`src/rtl/id_stage_pipe.sv`:
```
// id_stage_pipe: decode stage with a built-in ID/EX pipeline register.
// Holds the register file, decodes ARM-style instructions, evaluates the
// condition field, stalls on RAW hazards against EX/MEM destinations and
// hands decoded bundles to EX under a valid/ready handshake.
//
// Ports:
//   clk, rst                 clock (rising edge), asynchronous active-high reset
//   in_valid / in_ready      IF -> ID handshake
//   pc_in, instr_in          PC+4 and instruction word from IF
//   status_reg               {N,Z,C,V} flags for condition evaluation
//   wb_en/wb_addr/wb_data    register file write port
//   ex_dst/ex_wb_en          destination of the instruction in EX
//   mem_dst/mem_wb_en        destination of the instruction in MEM
//   flush                    branch taken: discard ID contents
//   ex_ready / out_valid     ID -> EX handshake
//   out_pc..out_ctrl         registered decoded bundle
//   stall_cnt                saturating count of hazard-stall cycles
module id_stage_pipe #(
    parameter int unsigned WORD_WIDTH = 32,
    parameter int unsigned REG_COUNT  = 16,
    parameter int unsigned REG_AW     = 4,
    parameter bit          WB_BYPASS  = 1'b1
) (
    input  logic                  clk,
    input  logic                  rst,
    input  logic                  in_valid,
    output logic                  in_ready,
    input  logic [WORD_WIDTH-1:0] pc_in,
    input  logic [31:0]           instr_in,
    input  logic [3:0]            status_reg,
    input  logic                  wb_en,
    input  logic [REG_AW-1:0]     wb_addr,
    input  logic [WORD_WIDTH-1:0] wb_data,
    input  logic [REG_AW-1:0]     ex_dst,
    input  logic                  ex_wb_en,
    input  logic [REG_AW-1:0]     mem_dst,
    input  logic                  mem_wb_en,
    input  logic                  flush,
    input  logic                  ex_ready,
    output logic                  out_valid,
    output logic [WORD_WIDTH-1:0] out_pc,
    output logic [WORD_WIDTH-1:0] out_rn,
    output logic [WORD_WIDTH-1:0] out_rm,
    output logic [REG_AW-1:0]     out_dst,
    output logic [11:0]           out_shop,
    output logic [23:0]           out_simm,
    output logic                  out_imm,
    output logic [8:0]            out_ctrl,
    output logic [15:0]           stall_cnt
);

    logic [WORD_WIDTH-1:0] r_regs [REG_COUNT];

    logic                  r_out_valid;
    logic [WORD_WIDTH-1:0] r_out_pc, r_out_rn, r_out_rm;
    logic [REG_AW-1:0]     r_out_dst;
    logic [11:0]           r_out_shop;
    logic [23:0]           r_out_simm;
    logic                  r_out_imm;
    logic [8:0]            r_out_ctrl;
    logic [15:0]           r_stall_cnt;

    logic [1:0]            w_mode;
    logic [3:0]            w_op;
    logic                  w_is_store, w_is_branch, w_is_movmvn;
    logic [REG_AW-1:0]     w_src1, w_src2;
    logic [WORD_WIDTH-1:0] w_rn, w_rm;
    logic                  w_s, w_b, w_mem_wr, w_mem_rd, w_wb;
    logic [3:0]            w_excmd;
    logic                  w_n, w_z, w_c, w_v, w_cond_ok;
    logic [8:0]            w_ctrl;
    logic                  w_has_src1, w_has_src2, w_hit1, w_hit2;
    logic                  w_hazard, w_load;

    assign w_mode      = instr_in[27:26];
    assign w_op        = instr_in[24:21];
    assign w_is_store  = (w_mode == 2'b01) && !instr_in[20];
    assign w_is_branch = (w_mode == 2'b10);
    assign w_is_movmvn = (w_mode == 2'b00) && ((w_op == 4'b1101) || (w_op == 4'b1111));

    // A store reads its data register (Rd) through the second read port.
    assign w_src1 = instr_in[16 +: REG_AW];
    assign w_src2 = w_is_store ? instr_in[12 +: REG_AW] : instr_in[0 +: REG_AW];

    assign w_rn = (WB_BYPASS && wb_en && (wb_addr == w_src1)) ? wb_data : r_regs[w_src1];
    assign w_rm = (WB_BYPASS && wb_en && (wb_addr == w_src2)) ? wb_data : r_regs[w_src2];

    always_comb begin
        w_s      = 1'b0;
        w_b      = 1'b0;
        w_excmd  = 4'b0000;
        w_mem_wr = 1'b0;
        w_mem_rd = 1'b0;
        w_wb     = 1'b0;
        case (w_mode)
            2'b00: begin
                w_s  = instr_in[20];
                w_wb = 1'b1;
                case (w_op)
                    4'b1101: w_excmd = 4'b0001;  // MOV
                    4'b1111: w_excmd = 4'b1001;  // MVN
                    4'b0100: w_excmd = 4'b0010;  // ADD
                    4'b0101: w_excmd = 4'b0011;  // ADC
                    4'b0010: w_excmd = 4'b0100;  // SUB
                    4'b0110: w_excmd = 4'b0101;  // SBC
                    4'b0000: w_excmd = 4'b0110;  // AND
                    4'b1100: w_excmd = 4'b0111;  // ORR
                    4'b0001: w_excmd = 4'b1000;  // EOR
                    4'b1010: begin               // CMP
                        w_excmd = 4'b0100;
                        w_wb    = 1'b0;
                    end
                    4'b1000: begin               // TST
                        w_excmd = 4'b0110;
                        w_wb    = 1'b0;
                    end
                    default: begin
                        w_s  = 1'b0;
                        w_wb = 1'b0;
                    end
                endcase
            end
            2'b01: begin
                w_excmd = 4'b0010;
                if (instr_in[20]) begin
                    w_mem_rd = 1'b1;
                    w_wb     = 1'b1;
                end else begin
                    w_mem_wr = 1'b1;
                end
            end
            2'b10:   w_b = 1'b1;
            default: ;
        endcase
    end

    assign {w_n, w_z, w_c, w_v} = status_reg;

    always_comb begin
        w_cond_ok = 1'b0;
        case (instr_in[31:28])
            4'b0000: w_cond_ok = w_z;
            4'b0001: w_cond_ok = !w_z;
            4'b0010: w_cond_ok = w_c;
            4'b0011: w_cond_ok = !w_c;
            4'b0100: w_cond_ok = w_n;
            4'b0101: w_cond_ok = !w_n;
            4'b0110: w_cond_ok = w_v;
            4'b0111: w_cond_ok = !w_v;
            4'b1000: w_cond_ok = w_c && !w_z;
            4'b1001: w_cond_ok = !w_c || w_z;
            4'b1010: w_cond_ok = (w_n == w_v);
            4'b1011: w_cond_ok = (w_n != w_v);
            4'b1100: w_cond_ok = !w_z && (w_n == w_v);
            4'b1101: w_cond_ok = w_z || (w_n != w_v);
            4'b1110: w_cond_ok = 1'b1;
            default: w_cond_ok = 1'b0;
        endcase
    end

    // A failed condition turns the instruction into a NOP but keeps it valid.
    assign w_ctrl = w_cond_ok ? {w_s, w_b, w_excmd, w_mem_wr, w_mem_rd, w_wb} : 9'd0;

    assign w_has_src1 = !w_is_movmvn && !w_is_branch;
    assign w_has_src2 = !instr_in[25] || w_is_store;
    assign w_hit1     = (ex_wb_en && (ex_dst == w_src1)) || (mem_wb_en && (mem_dst == w_src1));
    assign w_hit2     = (ex_wb_en && (ex_dst == w_src2)) || (mem_wb_en && (mem_dst == w_src2));
    assign w_hazard   = in_valid && ((w_has_src1 && w_hit1) || (w_has_src2 && w_hit2));
    assign w_load     = !r_out_valid || ex_ready;
    assign in_ready   = w_load && !w_hazard && !flush;

    always_ff @(posedge clk or posedge rst) begin
        if (rst) begin
            for (int unsigned i = 0; i < REG_COUNT; i++) begin
                r_regs[i] <= '0;
            end
        end else if (wb_en) begin
            r_regs[wb_addr] <= wb_data;
        end
    end

    always_ff @(posedge clk or posedge rst) begin
        if (rst) begin
            r_out_valid <= 1'b0;
            r_out_pc    <= '0;
            r_out_rn    <= '0;
            r_out_rm    <= '0;
            r_out_dst   <= '0;
            r_out_shop  <= '0;
            r_out_simm  <= '0;
            r_out_imm   <= 1'b0;
            r_out_ctrl  <= '0;
        end else if (flush) begin
            r_out_valid <= 1'b0;
            r_out_ctrl  <= '0;
        end else if (w_load) begin
            if (in_valid && !w_hazard) begin
                r_out_valid <= 1'b1;
                r_out_pc    <= pc_in;
                r_out_rn    <= w_rn;
                r_out_rm    <= w_rm;
                r_out_dst   <= instr_in[12 +: REG_AW];
                r_out_shop  <= instr_in[11:0];
                r_out_simm  <= instr_in[23:0];
                r_out_imm   <= instr_in[25];
                r_out_ctrl  <= w_ctrl;
            end else begin
                // Bubble: nothing to hand over, or a source is not yet written back.
                r_out_valid <= 1'b0;
                r_out_ctrl  <= '0;
            end
        end
    end

    always_ff @(posedge clk or posedge rst) begin
        if (rst) begin
            r_stall_cnt <= '0;
        end else if (w_hazard && w_load && (r_stall_cnt != 16'hFFFF)) begin
            r_stall_cnt <= r_stall_cnt + 16'd1;
        end
    end

    assign out_valid = r_out_valid;
    assign out_pc    = r_out_pc;
    assign out_rn    = r_out_rn;
    assign out_rm    = r_out_rm;
    assign out_dst   = r_out_dst;
    assign out_shop  = r_out_shop;
    assign out_simm  = r_out_simm;
    assign out_imm   = r_out_imm;
    assign out_ctrl  = r_out_ctrl;
    assign stall_cnt = r_stall_cnt;

endmodule

```
`config.mk`:
```
export PLATFORM = sky130hd
export DESIGN_NAME = id_stage_pipe
export DESIGN_NICKNAME = d
export VERILOG_FILES = /design/src/rtl/id_stage_pipe.sv
export SDC_FILE = /design/constraint.sdc
export NUM_CORES = 1
export LEC_CHECK = 0
export BUFFER_PORTS_ARGS = -buffer_cell sky130_fd_sc_hd__buf_4
export CORE_ASPECT_RATIO = 0.8
export CORE_MARGIN = 2
export CORE_UTILIZATION = 43
export DETAILED_ROUTE_END_ITERATION = 6
export PLACE_DENSITY = 0.61
export SYNTH_ARGS = -nofsm -noshare
export SYNTH_HDL_FRONTEND = slang
export SYNTH_SLANG_ARGS = --single-unit
export TNS_END_PERCENT = 100
```
`constraint.sdc`:
```
create_clock -name clk -period 65 [get_ports clk]
set_clock_uncertainty 0.2 [all_clocks]
set_input_delay 13 -clock clk [delete_from_list [all_inputs] [get_ports clk]]
set_output_delay 13 -clock clk [all_outputs]
set_load 0.03 [all_outputs]
```
==> impl_metrics.env <==
export IMPL_hold_path_class="reg -> reg"
export IMPL_period_minus_slack_ps=29310
export IMPL_maxSlewHeadroom_pct=17.4
export IMPL_min_period_over_period_pct=45.1
export IMPL_run_status="finished, final reports clean"
export IMPL_grt_pass1_wl_um=186000
export IMPL_setup_tns_ps=0
export IMPL_reg2reg_slack_ps=61620
export IMPL_layout_setup_ws_ps=35690
export IMPL_pre_cts_ws_ps=35770
export IMPL_cts_tree="done"
export IMPL_tightest_slew_ps=1230
export IMPL_finalMaxSlewViolations=0
export IMPL_ys_seq_area_share_pct=43.4
export IMPL_drt_iter0_drc=2694
export IMPL_setup_viol=0
export IMPL_htreeDepth=3
export IMPL_root_buffer="clkbuf_16"
export IMPL_worst_skew_pair_late_latency_ps=640
export IMPL_rsz0062_at_grt="false"
export IMPL_vdd_drop_max_uv=19.2
export IMPL_grt_max_degree=181
export IMPL_numCtsBuffers=72
export IMPL_cts_hold_fix_buffers=0
export IMPL_n_antenna_cell=0
export IMPL_antenna_left=0
export IMPL_routed_wl_um=123000
export IMPL_first_pass_iters=6
export IMPL_max_freq_mhz=34.1
export IMPL_io_buffers=283
export IMPL_final_nets=3312
export IMPL_synth_area_um2=38000
export IMPL_endpoint="in_ready"
export IMPL_die_x_um=336
export IMPL_final_layout_size_suffix_gt1_share_pct=39.0
export IMPL_overflow=0
export IMPL_clkSlewWorstSetupHoldPaths_ps=60
export IMPL_place_gp_congestion=0.858
export IMPL_syn_nets=3215
export IMPL_wl_per_cell_um=27.8
export IMPL_yosys_most_used_dff="dfrtp_1"
export IMPL_cp_startpoint="instr_in[26]"
export IMPL_crit_path_start_kind="input pin"
export IMPL_rr_worst_depth=6
export IMPL_syn_inst=3094
export IMPL_cp_data_arrival_time_ps=16110
export IMPL_r2r_end="out_pc[31]"
export IMPL_placed_cells=4305
export IMPL_track_usage_pct=26.8
export IMPL_critPathRequiredTime_ps=51800
export IMPL_path_max_fanout=33
export IMPL_syn_avg_cell_area_um2=12.3
export IMPL_synth_edff_count=0
export IMPL_rows=97
export IMPL_cts_max_path_buffers=3
export IMPL_ios=284
export IMPL_crit_type="in -> out"
export IMPL_r2r_start="out_valid"
export IMPL_vias=28500
export IMPL_clkSinkCount=659
export IMPL_ys_ff_latch=659
export IMPL_worstSetupEndpointType="primary output"
export IMPL_syn_to_final_growth_pct=13.8
export IMPL_cts_resized_gates=0
export IMPL_ys_warn_count=0
export IMPL_postCtsSetupBuffers=0
export IMPL_grt_pass1_vias=28900
export IMPL_async_flop_share_pct=100
export IMPL_p_leak_uw=0.0184
export IMPL_p_per_area_nw_per_um2=32.4
export IMPL_drc_errors=0
export IMPL_hpwl_um=70400
export IMPL_antenna_found_initial=1
export IMPL_start_util_pct=43.4
export IMPL_fillers=7619
export IMPL_viasPerCell=6.42
export IMPL_coreArea_um2=87600
export IMPL_yosysUniqueCellTypes=62
export IMPL_finalHoldViolCount=0
export IMPL_drv_cap=0
export IMPL_die_area_um2=90800
export IMPL_stdcell_count=4435
export IMPL_die_h_um=270
-- area by class of cell --
class,count,area (um^2),area share (%)
tap,1188,1490,3.43
sequential,659,16500,38.1
timing repair buffer,336,2570,5.94
clock buffer,109,2150,4.97
multi-input combinational,2109,20300,46.9
inverter,13,56.3,0.130
clock inverter,21,231,0.535
-- per-stage QoR --
stage / area, um^2 / total power (uW) / utilization [%] / hold slack [ps]
floorplan: 38000 / 860 / - / 297
global placement: 40900 / 971 / 46.7 / 260
detailed placement: 40900 / 989 / 46.7 / 267
CTS: 43300 / 1410 / 49.4 / 281
global route: 43300 / 1470 / 49.4 / 313
finish: 43300 / 1400 / 49.4 / 274
-- worst min path at each step --
stage	start	end	slack, ps	cells after the start
after floorplan	r_regs[126]	r_regs[126]	300	1
after global placement	out_ctrl[7]	out_ctrl[7]	260	2
after detailed placement	out_ctrl[7]	out_ctrl[7]	270	2
after CTS	out_ctrl[7]	out_ctrl[7]	280	2
after global routing	out_rn[30]	out_rn[30]	310	2
final	out_ctrl[7]	out_ctrl[7]	270	2
-- cell families after synthesis --
group	after synthesis	share of synthesized area, %
compound gates	495	8.69
flops	659	43.4
xor+xnor	38	0.875
mux	1097	37.2
buf+inv	326	3.67
fa+ha+maj	1	0.0329
simple gates	478	6.18
-- registers in the layout (all words and copies together), names as in the netlist, 9 cells and up --
register   count
r_regs       512
out_pc        32
out_rm        32
out_rn        32
stall_cnt     16
out_shop      11
out_simm      10
out_ctrl       9
-- layout by cell type (no fill, tap or decap), drive strengths merged, types with 90 or more instances in the layout --
| cell type | instances |
|---|---|
| a211oi | 146 |
| buf | 334 |
| dfrtp | 659 |
| clkbuf | 111 |
| o21ai | 105 |
| mux4 | 183 |
| o22ai | 127 |
| mux2i | 315 |
| mux2 | 599 |
| nand2 | 137 |
| nor2 | 90 |
-- cells in the mapped netlist, types with 19 or more instances --
master,instances,area [um^2]
nor2b_1,64,400
mux2i_1,315,3150
mux2_2,566,6370
nor3_1,70,350
clkbuf_1,199,747
o22ai_1,127,795
buf_2,40,200
nand3_1,36,180
mux2_4,30,450
o32ai_1,19,166
xnor2_1,26,228
a21oi_1,38,190
nand2_1,137,514
mux4_2,183,4120
nor2_1,90,338
dfrtp_1,659,16500
o21ai_0,104,521
and2_1,28,175
buf_1,49,184
a22o_1,36,315
a211oi_1,146,1100
-- metal layers --
layer	up-vias	wire length, um	track usage [%]
li1	11900	-	-
met4	0	4160	9.20
met2	1420	55500	41.2
met1	14900	53100	37.7
met5	-	0	0
met3	271	10400	5.34
-- power breakdown --
group,switching (uW),internal (uW),leakage [uW]
Combinational,189,203,0.00909
Clock,176,242,0.00118
Sequential,88.4,506,0.00813
-- critical path, cell delays in order --
cell and delay, ps:
buf_4 140, or3b_2 860, buf_4 640, o22ai_1 190
a32oi_2 340, nand2_1 390, a21oi_1 300, buf_4 190
Power figures use the tool's default switching activity.
